===== config.mk =====
export PLATFORM = sky130hd
export DESIGN_NAME = mem_seq_fsm
export DESIGN_NICKNAME = d
export VERILOG_FILES = /design/src/rtl/mem_seq_pkg.sv /design/src/rtl/mem_seq_fsm_addr_sweep.sv /design/src/rtl/mem_seq_fsm.sv
export SDC_FILE = /design/constraint.sdc
export NUM_CORES = 1
export LEC_CHECK = 0
export ABC_AREA = 0
export ABC_CLOCK_PERIOD_IN_PS = 2350
export CAP_MARGIN = 20
export CORE_MARGIN = 1
export CORE_UTILIZATION = 50
export DETAILED_ROUTE_END_ITERATION = 10
export PLACE_DENSITY_LB_ADDON = 0.05
export SYNTH_ARGS = -nofsm -noshare
export SYNTH_HDL_FRONTEND = slang
export SYNTH_HIERARCHICAL = 1
export SYNTH_SLANG_ARGS = --single-unit

===== constraint.sdc =====
create_clock -name clk -period 2.35 [get_ports clk]
set_input_delay 0.235 -clock clk [delete_from_list [all_inputs] [get_ports clk]]
set_output_delay 0.235 -clock clk [all_outputs]
set_load 0.01 [all_outputs]

===== src/rtl/mem_seq_pkg.sv =====
// Shared types for the memory-sweep sequencer: FSM states, mode encodings
// and the registered strobe bundle decoded from each state.
package mem_seq_pkg;

  typedef enum logic [3:0] {
    IDLE,
    CLEAR,
    ADDR,
    RDEN,
    LOAD,
    UNLOAD,
    RDOFF,
    TRANSF,
    TOFF,
    WREN,
    WOFF,
    DONE
  } state_e;

  localparam logic MODE_ACCUM  = 1'b0;
  localparam logic MODE_WRBACK = 1'b1;

  typedef struct packed {
    logic rden;
    logic wren;
    logic load;
    logic transf;
    logic clear;
    logic ready;
    logic done;
  } strobes_t;

  // Moore decode: every strobe is a pure function of the state it belongs to.
  function automatic strobes_t decode_strobes(input state_e st);
    strobes_t s;
    s = '0;
    case (st)
      IDLE:   s.ready  = 1'b1;
      CLEAR:  s.clear  = 1'b1;
      RDEN:   s.rden   = 1'b1;
      LOAD: begin
        s.rden = 1'b1;
        s.load = 1'b1;
      end
      UNLOAD: s.rden   = 1'b1;
      TRANSF: s.transf = 1'b1;
      WREN:   s.wren   = 1'b1;
      DONE:   s.done   = 1'b1;
      default: s = '0;
    endcase
    return s;
  endfunction

endpackage


===== src/rtl/mem_seq_fsm_addr_sweep.sv =====
// Address window walker: holds the current RAM address and counts down the
// words still to visit after the current one.
module addr_sweep #(
  parameter int unsigned ADDR_W = 5
) (
  input  logic              clk,
  input  logic              reset,
  input  logic              load_en,
  input  logic              adv_en,
  input  logic [ADDR_W-1:0] first_addr,
  input  logic [ADDR_W-1:0] last_addr,
  output logic [ADDR_W-1:0] address,
  output logic              last
);

  logic [ADDR_W-1:0] addr_d, addr_q;
  logic [ADDR_W-1:0] rem_d,  rem_q;

  // rem holds N-1, so modular subtraction covers both the wrap and N=2^ADDR_W.
  always_comb begin
    addr_d = addr_q;
    rem_d  = rem_q;
    if (load_en) begin
      addr_d = first_addr;
      rem_d  = last_addr - first_addr;
    end else if (adv_en) begin
      addr_d = addr_q + 1'b1;
      rem_d  = rem_q - 1'b1;
    end
  end

  always_ff @(posedge clk) begin
    if (!reset) begin
      addr_q <= '0;
      rem_q  <= '0;
    end else begin
      addr_q <= addr_d;
      rem_q  <= rem_d;
    end
  end

  assign address = addr_q;
  assign last    = (rem_q == '0);

endmodule


===== src/rtl/mem_seq_fsm.sv =====
// Control sequencer for the memory-sweep adder: walks an address window and
// emits RAM / accumulator / result strobes with a start/ready/done handshake.
module mem_seq_fsm
  import mem_seq_pkg::*;
#(
  parameter int unsigned ADDR_W = 5
) (
  input  logic              clk,
  input  logic              reset,
  input  logic              start,
  input  logic              mode,
  input  logic [ADDR_W-1:0] first_addr,
  input  logic [ADDR_W-1:0] last_addr,
  output logic [ADDR_W-1:0] address,
  output logic              rden,
  output logic              wren,
  output logic              load,
  output logic              transf,
  output logic              clear,
  output logic              ready,
  output logic              done
);

  state_e   state_d, state_q;
  logic     mode_d,  mode_q;
  strobes_t out_d,   out_q;
  logic     load_en, adv_en, last;

  assign load_en = (state_q == IDLE) && start;
  assign adv_en  = ((state_q == RDOFF) && (mode_q == MODE_ACCUM) && !last) ||
                   ((state_q == WOFF) && !last);

  addr_sweep #(
    .ADDR_W(ADDR_W)
  ) u_addr_sweep (
    .clk       (clk),
    .reset     (reset),
    .load_en   (load_en),
    .adv_en    (adv_en),
    .first_addr(first_addr),
    .last_addr (last_addr),
    .address   (address),
    .last      (last)
  );

  always_ff @(posedge clk) begin
    if (!reset) begin
      state_q <= IDLE;
      mode_q  <= MODE_ACCUM;
      out_q   <= decode_strobes(IDLE);
    end else begin
      state_q <= state_d;
      mode_q  <= mode_d;
      out_q   <= out_d;
    end
  end

  always_comb begin
    state_d = state_q;
    mode_d  = mode_q;
    case (state_q)
      IDLE: if (start) begin
        state_d = CLEAR;
        mode_d  = mode;
      end
      CLEAR:  state_d = ADDR;
      ADDR:   state_d = RDEN;
      RDEN:   state_d = LOAD;
      LOAD:   state_d = UNLOAD;
      UNLOAD: state_d = RDOFF;
      RDOFF: begin
        if (mode_q == MODE_WRBACK || last) state_d = TRANSF;
        else                               state_d = ADDR;
      end
      TRANSF: state_d = TOFF;
      TOFF:   state_d = (mode_q == MODE_WRBACK) ? WREN : DONE;
      WREN:   state_d = WOFF;
      WOFF:   state_d = last ? DONE : ADDR;
      DONE:   state_d = IDLE;
      default: state_d = IDLE;
    endcase
  end

  // Strobes are decoded from the next state and registered alongside it,
  // so they change on the same edge as the state they describe.
  always_comb begin
    out_d = decode_strobes(state_d);
  end

  assign rden   = out_q.rden;
  assign wren   = out_q.wren;
  assign load   = out_q.load;
  assign transf = out_q.transf;
  assign clear  = out_q.clear;
  assign ready  = out_q.ready;
  assign done   = out_q.done;

endmodule


; Yosys cells after proc, flatten, opt, wreduce, memory -nomap -nowiden
; Cells that the tools add are included.
[totals]
reg_bits = 22
latchBits = 0
ramBits = 0
romBits = 0
inputBits = 14
out_inout_bits = 12
elab_cells = 61
mem_count = 0
[op_classes]
add_sub_neg = 3
mul = 0
div = 0
order_cmp = 0
n_eq_ne = 17
shifts = 0
mux = 16
bitwise_logic = 1
reduce_logical = 13
[ops]
columns = operator, n
row1 = case mux 4 bit (11 select lines), 1
row2 = "== test 4 x 3 -> 1 bit, second input constant", 7
row3 = "== test 4 bit, second input constant", 5
row4 = 2-to-1 mux 5 bit, 4
row5 = "== test 4 x 2 -> 1 bit, second input constant", 3
row6 = "== test 4 x 1 -> 1 bit, second input constant", 2
row7 = logical NOT 4 bit, 2
row8 = 2-to-1 mux 4 bit, 2
row9 = 2-to-1 mux 1 bit, 7
row10 = "adder 5 x 1 -> 5 bit, second input constant", 1
row11 = logical NOT 5 bit, 1
row12 = "subtractor 5 x 1 -> 5 bit, second input constant", 1
row13 = subtractor 5 bit, 1
row14 = logical AND 1 bit, 4
row15 = 2-to-1 mux 3 bit, 1
row16 = OR reduction 3 bit, 1
row17 = logical OR 1 bit, 2
row18 = 2-to-1 mux 2 bit, 1
row19 = AND reduction 2 bit, 1
row20 = nonzero test 2 bit, 1
row21 = logical NOT 1 bit, 1
row22 = NOT 1 bit, 1

; Depth between registers and ports, before layout
; Gate-level depths: netlist of the first run.
[depth]
ltp_word = 7
depth_mapped = 8
mapped_depth_nobuf = 7

; By module
; Netlist of the first run, hierarchy kept.
[modules_own_cells]
columns = mod, instances, cells_per_inst, area_per_inst_um2
row1 = addr_sweep, 1, 78, 696.9
row2 = mem_seq_fsm, 1, 59, 594.3

; Worst setup path after synthesis of the first run
; Ideal clock, no wire load.
[synth_path]
kind = flip-flop to flip-flop
startpoint = register u_addr_sweep.rem_q[0]
endpoint = register u_addr_sweep.rem_q[4]
setup_ns = 0.103
t_arrival_ns = 1.826
path_slack_ns = 0.420
stages_incl_launch_ff = 8
path_buffers = 0
period_less_slack_ns = 1.930
cell_sequence = dfxtp_1 -> inv_1 -> ha_1 -> nor4b_1 -> nor4bb_1 -> and4bb_1 -> xnor2_1 -> a2111oi_2
[synth_between]
elab_chain_len = 5
word_cells_on_any_way = 9
cone_classes = add/sub: 1 / mux: 2 / reduce/logical: 6
[synth_rtl]
columns = element, line
row1 = "start, declared", mem_seq_fsm_addr_sweep.sv:17  ; logic [ADDR_W-1:0] rem_d, rem_q;
row2 = "start signal, assigned", mem_seq_fsm_addr_sweep.sv:38  ; rem_q <= rem_d;
row3 = logical NOT 5 bit (*), mem_seq_fsm_addr_sweep.sv:43  ; assign last = (rem_q == '0);
row4 = via last, mem_seq_fsm.sv:27  ; logic load_en, adv_en, last;
row5 = logical NOT 1 bit (*), "mem_seq_fsm.sv:30, mem_seq_fsm.sv:31"
row6 = logical AND 1 bit (on tied branches), "mem_seq_fsm.sv:30, mem_seq_fsm.sv:31"
row7 = logical OR 1 bit (*), mem_seq_fsm.sv:30  ; assign adv_en = ((state_q == RDOFF) && (mode_q == MODE_ACCUM) && !last) ||
row8 = via adv_en, mem_seq_fsm.sv:27
row9 = nonzero test 2 bit (no line) (*), n/a
; The timed path passes the listed nets; every way through them passes the cells marked *. The select of a mux whose other input is x is not followed.
; A chain may end at the register's enable or synchronous reset.

; Worst setup path in the final report of the first run
[layout_path]
startpoint = register u_addr_sweep.rem_q[0]
endpoint = register u_addr_sweep.rem_q[3]
; The elaborated chain is that of the path after synthesis.

==> results.toml, run 1 <==
[run_status]
status = "completed"

[worst_setup_path]
critical_path_required_ns = 2.62
arrival_ns = 2.41
cp_common_cell = "nor4b_1"
critPathBufInv = 1
max_stage_delay_ns = 0.48
slowest_stage = "nor4bb_2"
r2r_end = "u_addr_sweep/rem_q[3]"
crit_fanout = 4
r2r_start = "u_addr_sweep/rem_q[0]"
r2r_cells = 7
path_delay_family = "simple AND/OR/NAND/NOR gates"
start_kind = "register"
r2r_slack_ns = 0.21
crit_chain = "inv_1 -> ha_1 -> nor4b_1 -> nor4bb_2 -> nor4b_1 -> mux2i_1 -> and4b_1"
cp-end-kind = "register"
worst-setup-path-type = "reg2reg"

[drt]
routed_wirelength_mm = 2.62
vias = 1041
firstDrtPassIters = 4
first_iter_violations = 18
wl_per_cell_um = 13.5
via_per_inst = 5.34
final_antenna_net_count = 0
drc = 0

[cells_and_area]
area_growth_pct = 26.5
final_nets = 187
drive_above_1_share_pct = 12.7
multi_input_area_um2 = 762
fillCellCount = 218
antenna_cells = 0
regArea_um2 = 440

[clock_network]
cts_buffers = 3
clk_pin_slew_ns = 0.13
cts.path.max_buffers = 2
post_cts_buffers = 0
numClockSinks = 22
cts_hold_buf = 0
cts_tree = "built"
cts-htree-levels = 1
clock-root-buffer = "clkbuf_4"
clk_latency_ns = 0.31

[timing]
fin_skew_ns = 0.00302
hold_viol_final = 0
timing.hold.ws_ns = 0.527
maxSlewViolCount = 0
setup_violations = 0
min_period_ns = 2.14
clock.fmax_mhz = 466
setup_tns_ns = 0
relSlewSlack_pct = 65.5
finalCritPeriodShare_pct = 91.3
rsz0062_at_grt = "false"
worst_pin_slew_ns = 0.511

[pwr]
p_clk_share_pct = 27.6
p_int_uw = 752
vdd_ir_drop_max_uv = 408
combinationalPowerShare_pct = 29.5
p_switching_uw = 312
pwr-share-seq_pct = 42.9
cellPowerDensity_nw_per_um2 = 651
switching_share_pct = 29.3
p_leak_uw = 0.000680

[logic_synthesis]
synth.area.top_cells = "dfxtp_1, ha_1, nand2_1"
postSynth.asyncResetShare_pct = 0
syn_area_um2 = 1290
syn_inst = 137
yosys_most_used_dff = "dfxtp_1"
synth.most_common_cell = "dfxtp_1"
ys_ff_latch = 22
syn_nets = 158
avgSynthCellArea_um2 = 9.43
ys_top_cells_by_count = "dfxtp_1, nand2_1, inv_1"
synth_cell_types = 43
synth_largest_area_cell = "dfxtp_1"
ys_warn_count = 6
synth-seq-area-share_pct = 34.1
synth_top_cell_area_share_pct = 34.1
synth_edf_count = 0

[worst_hold_path]
hold_path_depth = 3
hold_class = "in2reg"
hp-start = "mode"
min_to = "mode_q"

[global_route]
grt_use_total_pct = 21.0
antenna_found_initial = 0
grt-ovfl-total = 0
grt_pass1_wl_mm = 4.27
grt_max_degree = 19
grt_pass1_vias = 972

[floorplan]
die_height_um = 52.8
initial_core_util_pct = 52.6
core_um2 = 2450
die_w_um = 52.8
io_pins = 26
rows = 18
die-area_um2 = 2790

[placed_design]
port_buffers = 25
post-dp-hpwl_mm = 2.08
place_congestion = 0.736

[run]
cap_viol_max_count = 0
-- area by class of cell --
cell class,instances,area share (%)
Multi-Input combinational cell,96,46.7
Sequential cell,22,27.0
Timing Repair Buffer,31,18.1
Inverter,12,2.76
Tap cell,30,2.30
Clock inverter,1,1.84
Clock buffer,3,1.38
-- worst min-delay path, cell delays in order --
cell	delay, ns
clkdlybuf4s50_1	0.39
mux2i_1	0.12
nor2b_1	0.05
-- registers in the layout, summed over array words and instances, names as in the netlist --
name	cells
transf	1
rden	1
clear	1
u_addr_sweep/address	5
u_addr_sweep/rem_q	5
done	1
ready	1
state_q	4
mode_q	1
load	1
wren	1
-- metrics by stage --
stage | worst slack, ns | power, µW | utilization (%) | instance area [µm²] | instances
final | 0.205 | 1060 | 66.5 | 1630 | 195
after global routing | 0.0820 | 1120 | 66.5 | 1630 | 195
after CTS | 0.0649 | 1070 | 66.3 | 1630 | 195
after detailed placement | 0.115 | 775 | 64.1 | 1570 | 191
after global placement | 0.245 | 764 | 64.1 | 1570 | 191
after floorplan | 0.420 | 667 | - | 1290 | 137
-- logic make-up after synthesis --
family                   share of synthesized area [%]
AND/OR/NAND/NOR                                   25.8
AO/OA/AOI/OAI                                     16.2
flip-flops                                        34.1
buffers and inverters                             7.36
XOR/XNOR                                          6.10
adder cells (fa/ha/maj)                           7.36
multiplexers                                      3.10
-- routing by layer --
metal / GRT usage, % / up-vias / wire (µm)
li1: - / 533 / -
met1: 23.0 / 481 / 1100
met2: 39.7 / 23 / 1420
met3: 3.48 / 4 / 72
met4: 7.46 / 0 / 32
met5: 0 / - / 0
-- worst max-delay path by stage --
stage	startpoint	depth (start not counted)	end
after floorplan	u_addr_sweep/rem_q[0]	7	u_addr_sweep/rem_q[4]
after global placement	u_addr_sweep/rem_q[0]	7	u_addr_sweep/rem_q[3]
after detailed placement	u_addr_sweep/rem_q[0]	7	u_addr_sweep/rem_q[3]
after CTS	u_addr_sweep/rem_q[0]	7	u_addr_sweep/rem_q[3]
after global routing	u_addr_sweep/rem_q[0]	7	u_addr_sweep/rem_q[3]
final	u_addr_sweep/rem_q[0]	7	u_addr_sweep/rem_q[3]
-- power by group through the flow --
stage | clock, µW | sequential, µW | combinational [µW]
3_5_place_dp | 0 | 464 | 311
3_3_place_gp | 0 | 463 | 302
5_1_grt | 315 | 461 | 345
6_report | 294 | 456 | 314
2_1_floorplan | 0 | 455 | 212
4_1_cts | 301 | 455 | 313
-- what timing repair did --
action | in CTS | in global routing
resized for setup | 0 | 1
endpoints found under the hold margin | 0 | 0
endpoints found under the setup margin | 0 | 4
-- cells in the final DEF, fill, tap and decap left out, types with 2 or more instances in the layout --
master and n:
clkdlybuf4s50_1 25, dfxtp_1 22, nand2_1 12, inv_1 11
nor2_1 8, a21oi_1 6, buf_4 6, ha_1 6
nor2b_1 5, xnor2_1 5, nand2b_1 4, mux2i_1 4
o211a_1 4, xor2_1 4, nor3b_2 3, clkbuf_4 3
a211oi_1 3, o21ai_0 2, and2_1 2, o21bai_1 2
o21ai_1 2, and4bb_1 2, nor4b_1 2, nand4_1 2
(Power assumes the default switching activity.)
==> run 2: changes to the inputs <==
CORE_MARGIN = 4   (was 1)
==> results.toml, run 2 (synthesized netlist as in run 1, its figures left out) <==
[run_status]
status = "completed"

[cells_and_area]
final_cells = 193
fillCellCount = 228
final_common_cell = "clkdlybuf4s50_1"
drive_above_1_share_pct = 11.0
final_util_pct = 65.1
final_nets = 185
area_growth_pct = 24.8
layout_common_cells = "clkdlybuf4s50_1, dfxtp_1, nand2_1"
antenna_cells = 0

[global_route]
antenna_found_initial = 0
grt_max_degree = 19
grt_pass1_wl_mm = 4.33
grt-ovfl-total = 0
grt_pass1_vias = 931
grt_use_total_pct = 16.1

[floorplan]
rows = 18
die_w_um = 58.8
die_height_um = 58.8
io_pins = 26
die-area_um2 = 3460
core_um2 = 2480
initial_core_util_pct = 52.1

[timing]
setup_tns_ns = 0
hold_viol_final = 0
relSlewSlack_pct = 74.9
finalCritPeriodShare_pct = 91.8
setup_violations = 0
fin_skew_ns = 0.00198
timing.hold.ws_ns = 0.542
worst_pin_slew_ns = 0.372
min_period_ns = 2.16
maxSlewViolCount = 0
finalWorstSetupSlack_ns = 0.192
clock.fmax_mhz = 463
rsz0062_at_grt = "false"

[worst_setup_path]
arrival_ns = 2.41
crit_chain = "inv_1 -> ha_1 -> nor4b_1 -> nor4bb_1 -> buf_4 -> nor4b_1 -> mux2i_1 -> and4b_1"
start_kind = "register"
critical_path_required_ns = 2.60
cp-end-kind = "register"
crit_fanout = 12
path_delay_family = "simple AND/OR/NAND/NOR gates"
max_stage_delay_ns = 0.39
cp_common_cell = "nor4b_1"
worst-setup-path-type = "reg2reg"
slowest_stage = "dfxtp_1"
critPathBufInv = 2

[drt]
firstDrtPassIters = 4
vias = 1028
final_antenna_net_count = 0
first_iter_violations = 46
routed_wirelength_mm = 2.52
drc = 0
wl_per_cell_um = 13.0
via_per_inst = 5.33

[clock_network]
cts-htree-levels = 1
cts.path.max_buffers = 2
numClockSinks = 22
cts_buffers = 3
cts_tree = "built"
post_cts_buffers = 0
cts_hold_buf = 0
post_cts_resized = 0
clk_latency_ns = 0.30
clock-root-buffer = "clkbuf_4"
clk_pin_slew_ns = 0.13

[placed_design]
port_buffers = 25
dp.cells = 189
dp_slack_ns = 0.252
place_congestion = 0.760
post-dp-hpwl_mm = 1.97

[pwr]
p_clk_share_pct = 27.7
switching_share_pct = 28.9
pwr-share-seq_pct = 43.3
vdd_ir_drop_max_uv = 410
p_switching_uw = 304
p_leak_uw = 0.000669
p_int_uw = 749
combinationalPowerShare_pct = 29.0
cellPowerDensity_nw_per_um2 = 654

[worst_hold_path]
hold_class = "in2reg"

[run]
cap_viol_max_count = 0
run 2: changes by cell type in the layout (fill, tap and decap cells not counted):
cell      previous run  this run
nor4bb_2             1         0
nor4bb_1             0         1
buf_4                6         4
run 2: worst paths after layout:
path	to	startpoint	slack [ns]	depth (start not counted)
setup reg to reg	u_addr_sweep/rem_q[3]	u_addr_sweep/rem_q[0]	0.19	8
setup / recovery	u_addr_sweep/rem_q[3]	u_addr_sweep/rem_q[0]	0.19	8
hold reg to reg	mode_q	mode_q	0.57	2
hold / removal	mode_q	mode	0.54	3
run 2: per-layer routing:
layer  global-route usage [%]  vias up  part of all wire (%)
met5                        0        -                     0
met3                     1.97        2                   4.3
li1                         -      525                     -
met4                     5.83        0                  0.91
met1                     20.2      482                    42
met2                     28.1       19                    53
run 2: area by class of cell:
type | count | area, µm² | area share [%]
multi-input cells | 96 | 756 | 46.9
flip-flops and latches | 22 | 440 | 27.3
repair buffers | 29 | 280 | 17.4
inverters | 12 | 45.0 | 2.80
well taps | 30 | 37.5 | 2.33
clock inverters | 1 | 30.0 | 1.86
clock buffers | 3 | 22.5 | 1.40
run 2: worst min-delay path, delay by kind of cell:
family                 cells  cell delay [ns]
buffers and inverters      1             0.40
multiplexers               1             0.13
AND/OR/NAND/NOR            1             0.05
run 2: power by group through the flow:
| stage | clock (µW) | combinational, µW | sequential (µW) |
|---|---|---|---|
| after floorplan | 0 | 212 | 455 |
| after global placement | 0 | 299 | 464 |
| after detailed placement | 0 | 307 | 465 |
| after CTS | 298 | 308 | 457 |
| after global routing | 316 | 339 | 465 |
| final | 292 | 305 | 456 |
run 2: per-stage QoR:
| step | cell area [µm²] | power (µW) |
|---|---|---|
| after floorplan | 1290 | 667 |
| after global routing | 1610 | 1120 |
| after detailed placement | 1560 | 772 |
| final | 1610 | 1050 |
| after global placement | 1560 | 763 |
| after CTS | 1610 | 1060 |
==> run 3: changes to the inputs <==
ABC_CLOCK_PERIOD_IN_PS = 2360   (was 2350)
clock period = 2.36 ns   (was 2.35 ns; I/O delays follow)
==> results.toml, run 3 (synthesized netlist as in run 1, its figures left out) <==
[run_status]
status = "completed"

[worst_setup_path]
crit_path_start = "u_addr_sweep/rem_q[0]"
r2r_cells = 8
worst-setup-path-type = "reg2reg"
arrival_ns = 2.36
start_kind = "register"
crit_fanout = 12
cp-end-kind = "register"
crit_path_end = "u_addr_sweep/rem_q[3]"
r2r_slack_ns = 0.25
critical_path_required_ns = 2.61
r2r_end = "u_addr_sweep/rem_q[3]"
r2r_start = "u_addr_sweep/rem_q[0]"

[drt]
via_per_inst = 5.31
routed_wirelength_mm = 2.51
first_iter_violations = 35
drc = 0
final_antenna_net_count = 0
firstDrtPassIters = 4
vias = 1024
wl_per_cell_um = 13.0

[global_route]
grt_pass1_vias = 957
use_met3_pct = 2.19
grt-busiest-layer = "met2"
grt-ovfl-total = 0
grt_max_degree = 19
use_met2_pct = 27.9
grt_use_total_pct = 15.3
antenna_found_initial = 0
use_met1_pct = 18.3
grt_pass1_wl_mm = 4.14

[cells_and_area]
layout_common_cells = "clkdlybuf4s50_1, dfxtp_1, nand2_1"
design_area_um2 = 1610
antenna_cells = 0
drive_above_1_share_pct = 11.0
final_common_cell = "clkdlybuf4s50_1"
final_nets = 185
final_util_pct = 65.1
area_growth_pct = 24.8
final_cells = 193

[timing]
rsz0062_at_grt = "false"
finalWorstSetupSlack_ns = 0.251
hold_viol_final = 0
setup_violations = 0
maxSlewViolCount = 0
min_period_ns = 2.11
finalCritPeriodShare_pct = 89.4
relSlewSlack_pct = 71.8
clock.fmax_mhz = 474
worst_pin_slew_ns = 0.417
fin_skew_ns = 0.000824
setup_tns_ns = 0

[pwr]
cellPowerDensity_nw_per_um2 = 649
vdd_ir_drop_max_uv = 428
p_leak_uw = 0.000669

[placed_design]
dp_slack_ns = 0.298
dpl_cell_area_um2 = 1560
port_buffers = 25
place_congestion = 0.758
dp.cells = 189
post-dp-hpwl_mm = 2.00

[floorplan]
io_pins = 26
initial_core_util_pct = 52.1
die-area_um2 = 3460
rows = 18
core_um2 = 2480
die_height_um = 58.8
die_w_um = 58.8

[clock_network]
clk_latency_ns = 0.30
clk_pin_slew_ns = 0.12
cts_tree = "built"
cts_buffers = 3
post_cts_buffers = 0
numClockSinks = 22
cts.path.max_buffers = 2
clock-root-buffer = "clkbuf_4"
cts_hold_buf = 0
post_cts_resized = 0
cts-htree-levels = 1

[worst_hold_path]
hold_class = "in2reg"

[run]
cap_viol_max_count = 0
run 3: cell counts in the layout (fill, tap and decap cells not counted):
No cell type changed its count.
run 3: routing by layer:
layer | up-vias | part of all wire (%)
met4 | 0 | 0.44
met2 | 13 | 53
met3 | 2 | 3.5
met5 | - | 0
met1 | 479 | 43
li1 | 530 | -
run 3: cell type report:
type | count | area (µm²)
Clock buffer | 3 | 22.5
Timing Repair Buffer | 29 | 280
Fill cell | 226 | 866
Tap cell | 30 | 37.5
Sequential cell | 22 | 440
Multi-Input combinational cell | 96 | 756
Clock inverter | 1 | 30.0
Inverter | 12 | 45.0
run 3: worst max-delay path, cell delays in order (launching register included):
cell      delay (ns)
dfxtp_1         0.38
inv_1           0.06
ha_1            0.21
nor4b_1         0.16
nor4bb_1        0.28
buf_4           0.23
nor4b_1         0.32
mux2i_1         0.21
and4b_1         0.20
run 3: per-stage QoR:
| stage | hold WS [ns] | total power (µW) |
|---|---|---|
| floorplan | 0.350 | 664 |
| global placement | 0.550 | 760 |
| detailed placement | 0.565 | 768 |
| CTS | 0.530 | 1060 |
| global route | 0.549 | 1110 |
| finish | 0.536 | 1050 |
run 3: report_power, final:
group / total (µW) / switching [µW] / internal (µW)
Clock: 288 / 117 / 171
Sequential: 455 / 43.6 / 412
Combinational: 303 / 140 / 163
Total: 1050 / 300 / 746
run 3: how the worst min path moves through the flow:
stage | startpoint | endpoint | slack, ns | depth (start not counted)
2_1_floorplan | reset | clear | 0.35 | 2
3_3_place_gp | u_addr_sweep/address[4] | u_addr_sweep/address[4] | 0.55 | 2
3_5_place_dp | u_addr_sweep/address[4] | u_addr_sweep/address[4] | 0.56 | 2
4_1_cts | mode | mode_q | 0.53 | 3
5_1_grt | mode | mode_q | 0.55 | 3
6_report | mode | mode_q | 0.54 | 3
